### src/rtl/div_u27_u21_stream_pkg.sv
// Shared constants for the div_u27_u21 stream adapter: default widths,
// core latency, output FIFO depth and the divide-by-zero quotient.
// Optional feature macro: DIV_STREAM_TAG_EN (adds a per-op tag carried to the output).
package div_u27_u21_stream_pkg;

    localparam int unsigned DIV_WIDTHN  = 27;
    localparam int unsigned DIV_WIDTHD  = 21;
    localparam int unsigned DIV_LATENCY = 4;
    localparam int unsigned DIV_DEPTH   = 8;
    localparam int unsigned DIV_TAG_W   = 8;

    // Quotient reported for a zero divisor.
    localparam logic [DIV_WIDTHN-1:0] DZ_QUOT = '1;

endpackage

### src/rtl/div_u27_u21_stream_if.sv
// Operand/result stream bundle between a producer/consumer (master) and the
// divider stream adapter (slave).
// Optional feature macro: DIV_STREAM_TAG_EN (adds in_tag/out_tag).
interface div_u27_u21_stream_if
    import div_u27_u21_stream_pkg::*;
#(
    parameter int unsigned WIDTHN = DIV_WIDTHN,
    parameter int unsigned WIDTHD = DIV_WIDTHD
`ifdef DIV_STREAM_TAG_EN
    , parameter int unsigned TAG_W = DIV_TAG_W
`endif
);
    logic              in_valid;
    logic              in_ready;
    logic [WIDTHN-1:0] in_numer;
    logic [WIDTHD-1:0] in_denom;
    logic              out_valid;
    logic              out_ready;
    logic [WIDTHN-1:0] out_quot;
    logic [WIDTHD-1:0] out_rem;
    logic              out_dz;
`ifdef DIV_STREAM_TAG_EN
    logic [TAG_W-1:0]  in_tag;
    logic [TAG_W-1:0]  out_tag;
`endif

    modport master (
`ifdef DIV_STREAM_TAG_EN
        output in_tag,
        input  out_tag,
`endif
        output in_valid, in_numer, in_denom, out_ready,
        input  in_ready, out_valid, out_quot, out_rem, out_dz
    );

    modport slave (
`ifdef DIV_STREAM_TAG_EN
        input  in_tag,
        output out_tag,
`endif
        input  in_valid, in_numer, in_denom, out_ready,
        output in_ready, out_valid, out_quot, out_rem, out_dz
    );

endinterface

### src/rtl/div_u27_u21_stream_fifo.sv
// Generic synchronous first-word-fall-through FIFO with registered write.
// A push on a full FIFO is accepted only together with a pop.
module div_result_fifo #(
    parameter int unsigned WIDTH = 49,
    parameter int unsigned DEPTH = 8
) (
    input  logic                         clk,
    input  logic                         reset,
    input  logic                         push_i,
    input  logic [WIDTH-1:0]             push_data_i,
    input  logic                         pop_i,
    output logic [WIDTH-1:0]             pop_data_o,
    output logic [$clog2(DEPTH+1)-1:0]   count_o
);
    localparam int unsigned AW = $clog2(DEPTH);
    localparam int unsigned CW = $clog2(DEPTH + 1);

    logic [WIDTH-1:0] mem_q [DEPTH];
    logic [AW-1:0]    wr_ptr_q, rd_ptr_q;
    logic [CW-1:0]    count_q;
    logic             do_push, do_pop;

    assign do_pop  = pop_i & (count_q != '0);
    assign do_push = push_i & ((count_q != CW'(DEPTH)) | do_pop);

    // Pointer and occupancy bookkeeping.
    always_ff @(posedge clk) begin
        if (reset) begin
            wr_ptr_q <= '0;
            rd_ptr_q <= '0;
            count_q  <= '0;
        end else begin
            if (do_push) wr_ptr_q <= wr_ptr_q + AW'(1);
            if (do_pop)  rd_ptr_q <= rd_ptr_q + AW'(1);
            count_q <= count_q + CW'(do_push) - CW'(do_pop);
        end
    end

    // Storage array; contents are don't-care until written.
    always_ff @(posedge clk) begin
        if (!reset && do_push) mem_q[wr_ptr_q] <= push_data_i;
    end

    // Head word is visible whenever the FIFO holds data, zero otherwise.
    assign pop_data_o = (count_q != '0) ? mem_q[rd_ptr_q] : '0;
    assign count_o    = count_q;

endmodule

### src/rtl/div_u27_u21_stream.sv
// Valid/ready adapter around the clken-pipelined divider core div_u27_u21.
// Tracks in-flight ops with a valid shift chain and reserves an output FIFO
// slot per accepted op so the core never has to stall.
// Optional feature macro: DIV_STREAM_TAG_EN (tag travels with each op).
module div_u27_u21_stream
    import div_u27_u21_stream_pkg::*;
#(
    parameter int unsigned WIDTHN  = DIV_WIDTHN,
    parameter int unsigned WIDTHD  = DIV_WIDTHD,
    parameter int unsigned LATENCY = DIV_LATENCY,
    parameter int unsigned DEPTH   = DIV_DEPTH
`ifdef DIV_STREAM_TAG_EN
    , parameter int unsigned TAG_W = DIV_TAG_W
`endif
) (
    input  logic               clk,
    input  logic               reset,
    div_u27_u21_stream_if.slave s,
    output logic [WIDTHN-1:0]  div_numer,
    output logic [WIDTHD-1:0]  div_denom,
    output logic               div_clken,
    input  logic [WIDTHN-1:0]  div_quot,
    input  logic [WIDTHD-1:0]  div_rem
);
    localparam int unsigned OCC_W = $clog2(DEPTH + 1);
    localparam int unsigned RES_W = WIDTHN + WIDTHD + 1;
`ifdef DIV_STREAM_TAG_EN
    localparam int unsigned PAY_W = RES_W + TAG_W;
`else
    localparam int unsigned PAY_W = RES_W;
`endif

    logic [LATENCY:1]  vpipe_q, vpipe_d;
    logic [LATENCY:1]  dzpipe_q, dzpipe_d;
    logic [OCC_W-1:0]  occ_q, occ_d;
    logic [OCC_W-1:0]  fifo_count;
    logic              in_ready_c, fire, pop, push, denom_zero;
    logic [RES_W-1:0]  push_res;
    logic [PAY_W-1:0]  push_data, pop_data;

    assign denom_zero = (s.in_denom == '0);
    assign in_ready_c = (occ_q < OCC_W'(DEPTH)) & ~reset;
    assign fire       = s.in_valid & in_ready_c;
    assign pop        = s.out_valid & s.out_ready;
    assign push       = vpipe_q[LATENCY];

    assign s.in_ready = in_ready_c;
    assign s.out_valid = (fifo_count != '0);

    // Core feed: a zero divisor is replaced by 1 and flagged in dzpipe instead.
    assign div_numer = s.in_numer;
    assign div_denom = denom_zero ? WIDTHD'(1) : s.in_denom;
    assign div_clken = (fire | (vpipe_q != '0)) & ~reset;

    // Next-state for the in-flight tracker and the credit counter.
    always_comb begin
        vpipe_d  = vpipe_q;
        dzpipe_d = dzpipe_q;
        occ_d    = occ_q + OCC_W'(fire) - OCC_W'(pop);
        if (div_clken) begin
            vpipe_d[1]  = fire;
            dzpipe_d[1] = fire & denom_zero;
            for (int i = 2; i <= int'(LATENCY); i++) begin
                vpipe_d[i]  = vpipe_q[i-1];
                dzpipe_d[i] = dzpipe_q[i-1];
            end
        end
    end

    // Tracker and credit state registers.
    always_ff @(posedge clk) begin
        if (reset) begin
            vpipe_q  <= '0;
            dzpipe_q <= '0;
            occ_q    <= '0;
        end else begin
            vpipe_q  <= vpipe_d;
            dzpipe_q <= dzpipe_d;
            occ_q    <= occ_d;
        end
    end

    // Result word pushed when the tracked op leaves the core.
    always_comb begin
        push_res = {div_quot, div_rem, 1'b0};
        if (dzpipe_q[LATENCY]) push_res = {{WIDTHN{1'b1}}, {WIDTHD{1'b0}}, 1'b1};
    end

`ifdef DIV_STREAM_TAG_EN
    logic [TAG_W-1:0] tagpipe_q [1:LATENCY];

    // Tag rides alongside the valid chain; no reset needed since vpipe qualifies it.
    always_ff @(posedge clk) begin
        if (div_clken) begin
            tagpipe_q[1] <= s.in_tag;
            for (int i = 2; i <= int'(LATENCY); i++) tagpipe_q[i] <= tagpipe_q[i-1];
        end
    end

    assign push_data = {push_res, tagpipe_q[LATENCY]};
    assign {s.out_quot, s.out_rem, s.out_dz, s.out_tag} = pop_data;
`else
    assign push_data = push_res;
    assign {s.out_quot, s.out_rem, s.out_dz} = pop_data;
`endif

    div_result_fifo #(
        .WIDTH (PAY_W),
        .DEPTH (DEPTH)
    ) u_fifo (
        .clk         (clk),
        .reset       (reset),
        .push_i      (push),
        .push_data_i (push_data),
        .pop_i       (pop),
        .pop_data_o  (pop_data),
        .count_o     (fifo_count)
    );

endmodule

### src/flat_wrapper.sv
// flat-port wrapper written by rule: the top's interface ports become plain ports
module div_u27_u21_stream_flat import div_u27_u21_stream_pkg::*;
#(
    parameter int unsigned WIDTHN  = DIV_WIDTHN,
    parameter int unsigned WIDTHD  = DIV_WIDTHD,
    parameter int unsigned LATENCY = DIV_LATENCY,
    parameter int unsigned DEPTH   = DIV_DEPTH

)
  (clk, reset, div_numer, div_denom, div_clken, div_quot, div_rem, s_in_valid, s_in_numer, s_in_denom, s_out_ready, s_in_ready, s_out_valid, s_out_quot, s_out_rem, s_out_dz);
  div_u27_u21_stream_if #(.WIDTHN(WIDTHN), .WIDTHD(WIDTHD)) s_i ();
  input  logic clk;
  input  logic reset;
  output logic [WIDTHN-1:0] div_numer;
  output logic [WIDTHD-1:0] div_denom;
  output logic div_clken;
  input  logic [WIDTHN-1:0] div_quot;
  input  logic [WIDTHD-1:0] div_rem;
  input wire logic [$bits(s_i.in_valid)-1:0] s_in_valid;
  input wire logic [$bits(s_i.in_numer)-1:0] s_in_numer;
  input wire logic [$bits(s_i.in_denom)-1:0] s_in_denom;
  input wire logic [$bits(s_i.out_ready)-1:0] s_out_ready;
  output wire logic [$bits(s_i.in_ready)-1:0] s_in_ready;
  output wire logic [$bits(s_i.out_valid)-1:0] s_out_valid;
  output wire logic [$bits(s_i.out_quot)-1:0] s_out_quot;
  output wire logic [$bits(s_i.out_rem)-1:0] s_out_rem;
  output wire logic [$bits(s_i.out_dz)-1:0] s_out_dz;
  assign s_i.in_valid = s_in_valid;
  assign s_i.in_numer = s_in_numer;
  assign s_i.in_denom = s_in_denom;
  assign s_i.out_ready = s_out_ready;
  assign s_in_ready = s_i.in_ready;
  assign s_out_valid = s_i.out_valid;
  assign s_out_quot = s_i.out_quot;
  assign s_out_rem = s_i.out_rem;
  assign s_out_dz = s_i.out_dz;
  div_u27_u21_stream #(.WIDTHN(WIDTHN), .WIDTHD(WIDTHD), .LATENCY(LATENCY), .DEPTH(DEPTH)) u_core (.clk(clk), .reset(reset), .s(s_i), .div_numer(div_numer), .div_denom(div_denom), .div_clken(div_clken), .div_quot(div_quot), .div_rem(div_rem));
endmodule
### config.mk
export PLATFORM = sky130hd
export DESIGN_NAME = div_u27_u21_stream_flat
export DESIGN_NICKNAME = d
export VERILOG_FILES = /design/src/rtl/div_u27_u21_stream_pkg.sv /design/src/rtl/div_u27_u21_stream_if.sv /design/src/rtl/div_u27_u21_stream_fifo.sv /design/src/rtl/div_u27_u21_stream.sv /design/src/flat_wrapper.sv
export SDC_FILE = /design/constraint.sdc
export NUM_CORES = 1
export LEC_CHECK = 0
export BUFFER_PORTS_ARGS = -buffer_cell sky130_fd_sc_hd__buf_2
export CORE_UTILIZATION = 55
export CTS_BUF_LIST = sky130_fd_sc_hd__clkbuf_4 sky130_fd_sc_hd__clkbuf_8
export DETAILED_ROUTE_END_ITERATION = 8
export GPL_ROUTABILITY_DRIVEN = 0
export PLACE_DENSITY = 0.76
export SLEW_MARGIN = 15
export SYNTH_ARGS = -nofsm -noshare
export SYNTH_HDL_FRONTEND = slang
export SYNTH_SLANG_ARGS = --single-unit
### constraint.sdc
create_clock -name clk -period 19.55 [get_ports clk]
set_clock_uncertainty 0.05 [all_clocks]
set_input_delay 1.955 -clock clk [delete_from_list [all_inputs] [get_ports clk]]
set_output_delay 1.955 -clock clk [all_outputs]
set_load 0.1 [all_outputs]
==> metrics, run 1 <==
status=finished, final reports clean; grt ovf=0; Final setup viols=0; CTS tree=built; crit-path max FO=49; reg2reg path depth=7; clk_lat worst skew=570 ps; Final Cycle Share=29.98%; antenna violations before repair=0; gr usage total=20.55%; Synth area leaders=edfxtp_1, mux4_2, dfxtp_1; H-tree Lvls=3; layout cells sized above 1=40.24%; final instance area=18620 um^2; Filler Cells Inserted=1971; DP Area=17320 um^2; synthesized cell area=16410 um^2; Hold-fix buffers, CTS=0; number of port buffers=145; FP Rows=62; Yosys Warn Count=0; first-pass GRT wire length=46450 um; CORE AREA=29010 um^2; Starting Density=56.55%; Clock Tree Root=clkbuf_8; leading area contributor after synthesis=edfxtp_1; WS Path Type=reg -> out; ant diodes=0; Synth top area share=71.75%; IR Drop Worst-Case VDD=0.08156 mV; TritonCTS Buffers=67; max-cap violation count=0; drt first pass iters=5; detailed-route via count=8033; syn_area_per_cell=20.23 um^2; proportion of synthesized area in mux cells=13.64%; Arr. time, crit path=3860 ps; Worst Setup End Kind=output pin; Post-Synth XOR/XNOR Area=0.4271%; post-synth net total=925; vias per cell=5.808; Post-Layout Cell Count=1383; Worst-Margin Slew=1068 ps; Cells after Synth=811; CP Launch Type=flip-flop; Synth cell types=35; FF+latch count, synth=417; CTS resizes=0; final hold vios=0; top_reg_cell synth=edfxtp_1; Placed Cells=1267; sequential share of the synthesized area=74.80%; WL final=30890 um; post-synthesis simple-gate area fraction=3.569%; final setup TNS=0 ps; fmax=170.6 MHz; hold path cells=2; leakage=0.006352 uW; PD cells=146.1 nW/um^2; RSZ-0062 raised after global routing=false; Synth Area in Compound Gates=3.089%; clock sinks=417; largest family of logic cells by synthesized area=multiplexers; r2r setup slk=16800 ps; Avg WL per Cell=22.34 um; worst hold path type=reg -> reg; Post-synth top cells=edfxtp_1, mux4_2, a22o_1; Die H=174.7 um; Post-CTS Setup Bufs=0; pin count of the biggest net entering global routing=74; initial drt markers=627; clock buffer depth=3; Routed Antenna Nets=0; half-perimeter wire length after placement=16740 um; async set or reset register ratio after synthesis=0%; # IOs=200; Adder-Cell Fraction of Synth Area=1.159%; Layout area overhead=13.49%; vias in the first global route=8425; Slew Limit Fails=0; number of flops mapped to enable cells by yosys=392; most numerous cell in the Yosys netlist=edfxtp_1; die footprint=30530 um^2; Clock transition at path regs=60 ps; Slew HR=28.82%; fin crit period=5861 ps; die width=174.7 um; drt drc=0; final net count=1066; Req. time, crit path=17550 ps
==> final cells by class <==
class	instances	area (um^2)	area share, %
Sequential cell	417	12280	65.95
Multi-Input combinational cell	289	3649	19.59
Clock buffer	89	1094	5.873
Timing Repair Buffer	162	853.3	4.583
Tap cell	384	480.5	2.580
Clock inverter	27	207.7	1.115
Inverter	15	56.30	0.3024
==> registers in the layout, indices dropped and copies added (netlist names), named ones only <==
name                    flops
u_core.vpipe_q              4
u_core.u_fifo.mem_q       392
u_core.dzpipe_q             4
u_core.u_fifo.wr_ptr_q      3
u_core.occ_q                4
u_core.u_fifo.count_o       4
u_core.u_fifo.rd_ptr_q      3
==> worst paths after layout <==
| check | to | start |
|---|---|---|
| min | u_core.dzpipe_q[1]$_SDFFE_PP0P_ | u_core.dzpipe_q[1]$_SDFFE_PP0P_ |
| max reg2reg | u_core.u_fifo.mem_q[2][17]$_DFFE_PP_ | u_core.u_fifo.count_o[2]$_SDFF_PP0_ |
| max | s_out_dz | flip-flop |
| min reg2reg | u_core.dzpipe_q[1]$_SDFFE_PP0P_ | u_core.dzpipe_q[1]$_SDFFE_PP0P_ |
==> power by group <==
part	switching [uW]	internal, uW	leakage [uW]
sequential	21.8	989	0.00374
combinational	731	260	0.00194
clock	315	403	0.000668
total	1070	1650	0.00635
==> layout by cell type (no fill, tap or decap), types with 2 or more instances in the layout <==
cell and count:
a22o_1 49, a21o_1 2, clkbuf_8 68, clkinv_1 15
clkinvlp_4 5, xnor2_1 5, dfxtp_1 22, mux2i_1 3
nor4_2 6, buf_4 17, clkbuf_4 21, mux4_2 98
nor2b_1 28, a21oi_1 6, clkinv_2 3, xor2_1 3
dfxtp_4 2, nand3_1 2, edfxtp_1 392, nor4_1 4
inv_1 15, nand2b_1 2, nor3_2 2, or2_2 27
fa_1 2, nand2_1 10, nor2_1 16, ha_1 12
buf_2 145, bufinv_16 3
==> through the flow <==
stage          hold WS [ps]  worst slack, ps  power [uW]  util (%)
2_1_floorplan         379.5            11570        1899         -
3_3_place_gp          391.6            14190        2021     59.69
3_5_place_dp          400.3            14140        2030     59.69
4_1_cts               410.4            13560        2748     64.18
5_1_grt               426.1            13360        2819     64.18
6_report              408.1            13690        2721     64.18
==> metal layers <==
| layer | track usage (%) | up-vias | wire length, um |
|---|---|---|---|
| li1 | - | 3525 | - |
| met1 | 27.62 | 4111 | 12800 |
| met2 | 33.43 | 336 | 15240 |
| met3 | 4.526 | 61 | 2172 |
| met4 | 7.355 | 0 | 680 |
| met5 | 0 | - | 0 |
==> logic make-up after synthesis <==
kind of cell / Yosys count
AOI/OAI and AO/OA: 62
xor gates and xnor gates: 8
adders and majority gates: 14
buffers and inverters: 105
DFF: 417
muxes: 101
and+or+nand+nor: 104
==> critical path, cell delays in order (launching register included) <==
cell and delay [ps]:
dfxtp_4 600, buf_4 820, buf_4 640, mux4_2 590, a22o_1 270, buf_2 300
(Power assumes the default switching activity.)
==> run 2: changes to the inputs <==
--- a/config.mk
+++ b/config.mk
@@ -5,6 +5,7 @@
 export SDC_FILE = /design/constraint.sdc
 export NUM_CORES = 1
 export LEC_CHECK = 0
+export ABC_AREA = 1
 export BUFFER_PORTS_ARGS = -buffer_cell sky130_fd_sc_hd__buf_2
 export CORE_UTILIZATION = 55
 export CTS_BUF_LIST = sky130_fd_sc_hd__clkbuf_4 sky130_fd_sc_hd__clkbuf_8
==> constraint.sdc (replaced) <==
create_clock -name clk -period 5.8 [get_ports clk]
set_clock_uncertainty 0.05 [all_clocks]
set_input_delay 0.58 -clock clk [delete_from_list [all_inputs] [get_ports clk]]
set_output_delay 0.58 -clock clk [all_outputs]
set_load 0.1 [all_outputs]
==> run 2 against run 1 <==
Largest power group is now combinational logic. Setup slack lost 12000 ps. Area after synthesis grew 5.3%. Non-clock buffer count shrank 1. The run now ends with DRC left. Routed wire length grew 17%.
==> metrics, run 2 <==
CORE AREA=30750 um^2 (was 29010 um^2); layout cells sized above 1=19.26% (was 40.24%); Placed Cells=1872 (was 1267); Filler Cells Inserted=2418 (was 1971); Req. time, crit path=5170 ps (was 17550 ps); clock buffer depth=3 (unchanged); Arr. time, crit path=3970 ps (was 3860 ps); async set or reset register ratio after synthesis=0% (unchanged); detailed-route via count=11130 (was 8033); sw frac=45.95% (was 39.27%); IR Drop Worst-Case VDD=0.5280 mV (was 0.08156 mV); routed wl met3=2448 um (was 2172 um); routed length on met2=17580 um (was 15240 um); Worst-Margin Slew=1167 ps (was 1068 ps); Clock Tree Root=clkbuf_8 (unchanged); hold slack=217.7 ps (was 408.1 ps); Synth cell types=30 (was 35); vias in the first global route=10600 (was 8425); most common cell after layout, fill and taps aside=nor2_1 (was edfxtp_1); area of the multi-input gates=4093 um^2 (was 3649 um^2); DRT met1 WL=15480 um (was 12800 um); Comb pwr share=40.8% (was 36.4%); Starting Density=56.20% (was 56.55%); number of flops mapped to enable cells by yosys=392 (unchanged); top sig layer=met4 (unchanged); Post-CTS Setup Bufs=0 (unchanged); status=finished with violations (was finished, final reports clean); max-cap violation count=0 (unchanged); half-perimeter wire length after placement=19040 um (was 16740 um); Post-synth top cells=nor2_1, edfxtp_1, o21ai_0 (was edfxtp_1, mux4_2, a22o_1); Worst Setup End Kind=output pin (unchanged); fmax=217.3 MHz; Clk pwr share=23.5% (was 26.4%); final instance area=19150 um^2 (was 18620 um^2); worst hold path type=in -> reg (was reg -> reg); gr usage total=22.82% (was 20.55%); Die H=179.3 um (was 174.7 um); violated checks=DRC; first-pass GRT wire length=55790 um (was 46450 um); final net count=1655 (was 1066); Avg WL per Cell=18.24 um (was 22.34 um); Slew HR=22.03% (was 28.82%); WS Path Type=reg -> out (unchanged); ant diodes=0 (unchanged); Cells after Synth=1452 (was 811); Final Cycle Share=79.35%; Hold-fix buffers, CTS=0 (unchanged); most numerous cell in the Yosys netlist=nor2_1 (was edfxtp_1); Synth area leaders=edfxtp_1, nor2_1, o21ai_0 (was edfxtp_1, mux4_2, dfxtp_1); pin count of the biggest net entering global routing=158 (was 74); Routed Antenna Nets=0 (unchanged); max reg flops=392 (unchanged); final hold vios=0 (unchanged); Post-Layout Cell Count=1985 (was 1383); Largest Register=u_core.u_fifo.mem_q (unchanged); CP Launch Type=flip-flop (unchanged); Clock transition at path regs=60 ps (about the same); top_reg_cell synth=edfxtp_1 (unchanged); Slew Limit Fails=0 (unchanged); die footprint=32130 um^2 (was 30530 um^2); vias per cell=5.607 (was 5.808); number of port buffers=145 (unchanged); CTS resizes=0 (unchanged); die width=179.3 um (was 174.7 um); Register Area=12280 um^2 (about the same); Yosys Warn Count=0 (unchanged); CTS tree=built (unchanged); initial drt markers=963 (was 627); antenna violations before repair=0 (unchanged); RSZ-0062 raised after global routing=false (unchanged); clk_lat worst skew=590 ps (was 570 ps); post-synth net total=1566 (was 925); clock sinks=417 (unchanged); # IOs=200 (unchanged); leading area contributor after synthesis=edfxtp_1 (unchanged); TritonCTS Buffers=61 (was 67); Layout area overhead=10.82% (was 13.49%); synthesized cell area=17280 um^2 (was 16410 um^2); Synth top area share=68.12% (was 71.75%); Internal=5239 uW (was 1653 uW); Final setup viols=0 (unchanged); FF+latch count, synth=417 (unchanged); final setup TNS=0 ps (unchanged); fin crit period=4602 ps; most frequent cells in the layout=nor2_1, edfxtp_1, o21ai_0, buf_2, nand2_1 (was edfxtp_1, buf_2, mux4_2, clkbuf_8, a22o_1); H-tree Lvls=2 (was 3); drt first pass iters=7 (was 5); sequential share of the synthesized area=71.02% (was 74.80%); crit-path max FO=105 (was 49); DP Area=17900 um^2 (was 17320 um^2); WL final=36210 um (was 30890 um); Flop pwr share=35.7% (was 37.2%); FP Rows=64 (was 62); grt ovf=0 (unchanged); drt drc=38 (was 0); syn_area_per_cell=11.90 um^2 (was 20.23 um^2); PD cells=506.2 nW/um^2 (was 146.1 nW/um^2); sw power=4454 uW (was 1069 uW); leakage=0.006954 uW (was 0.006352 uW)
[run 2: cell count changes in the layout (fill, tap and decap cells not counted), moves of 33 or more]
cell and delta:
o22ai_1 +49, nand2_1 +64, a22o_1 -49, inv_1 +33, nor2_1 +381, o211ai_1 +49, mux4_2 -98, o21ai_0 +183
[run 2: stage by stage]
step	power [uW]	worst slack, ps	utilization (%)
3_3_place_gp	7404	1930	58.20
4_1_cts	9730	1165	62.15
2_1_floorplan	6917	2177	-
3_5_place_dp	7470	1889	58.20
6_report	9693	1198	62.28
5_1_grt	10120	923.6	62.28
[run 2: power groups by stage]
stage / combinational (uW) / sequential [uW] / clock (uW)
final: 3960 / 3460 / 2280
after global routing: 4200 / 3470 / 2440
after CTS: 3960 / 3460 / 2310
after detailed placement: 3950 / 3520 / 0
after global placement: 3890 / 3520 / 0
after floorplan: 3510 / 3410 / 0
[run 2: kinds of logic after synthesis]
| group | Yosys count | synth area share, % |
|---|---|---|
| XOR/XNOR | 3 | 0.1521 |
| adder cells (fa/ha/maj) | 14 | 1.101 |
| buffers and inverters | 185 | 5.662 |
| AO/OA/AOI/OAI | 311 | 10.10 |
| flip-flops | 417 | 71.02 |
| AND/OR/NAND/NOR | 522 | 11.97 |
[run 2: path summary, 6_finish.rpt]
check                                            from  slack [ps]  depth (start not counted)                                   end
hold reg to reg        u_core.vpipe_q[2]$_SDFFE_PP0P_         380                          2        u_core.vpipe_q[3]$_SDFFE_PP0P_
setup reg to reg  u_core.u_fifo.count_o[2]$_SDFF_PP0_        2750                          8  u_core.u_fifo.mem_q[2][34]$_DFFE_PP_
setup / recovery                            flip-flop        1200                          8                          s_out_rem[2]
hold / removal                             s_in_valid         220                          3        u_core.vpipe_q[1]$_SDFFE_PP0P_
[run 2: per-layer routing]
| layer | track usage [%] | vias to the layer above |
|---|---|---|
| li1 | - | 5244 |
| met1 | 31.33 | 5376 |
| met2 | 37.77 | 452 |
| met3 | 3.223 | 58 |
| met4 | 7.143 | 0 |
| met5 | 0 | - |
[run 2: layout make-up]
| type | instances | area share, % |
|---|---|---|
| flip-flops and latches | 417 | 64.15 |
| multi-input cells | 850 | 21.37 |
| clock buffers | 83 | 5.410 |
| repair buffers | 161 | 4.548 |
| well taps | 396 | 2.587 |
| inverters | 50 | 1.006 |
| clock inverters | 28 | 0.9278 |
[run 2: worst max-delay path, cell delays in order, from the launching register on]
cell      delay [ps]
dfxtp_4          980
buf_4            910
nor2_1           110
nor2_1           150
o21ai_0          150
o211ai_1         170
nand2_1           80
nor2_1           280
buf_2            490
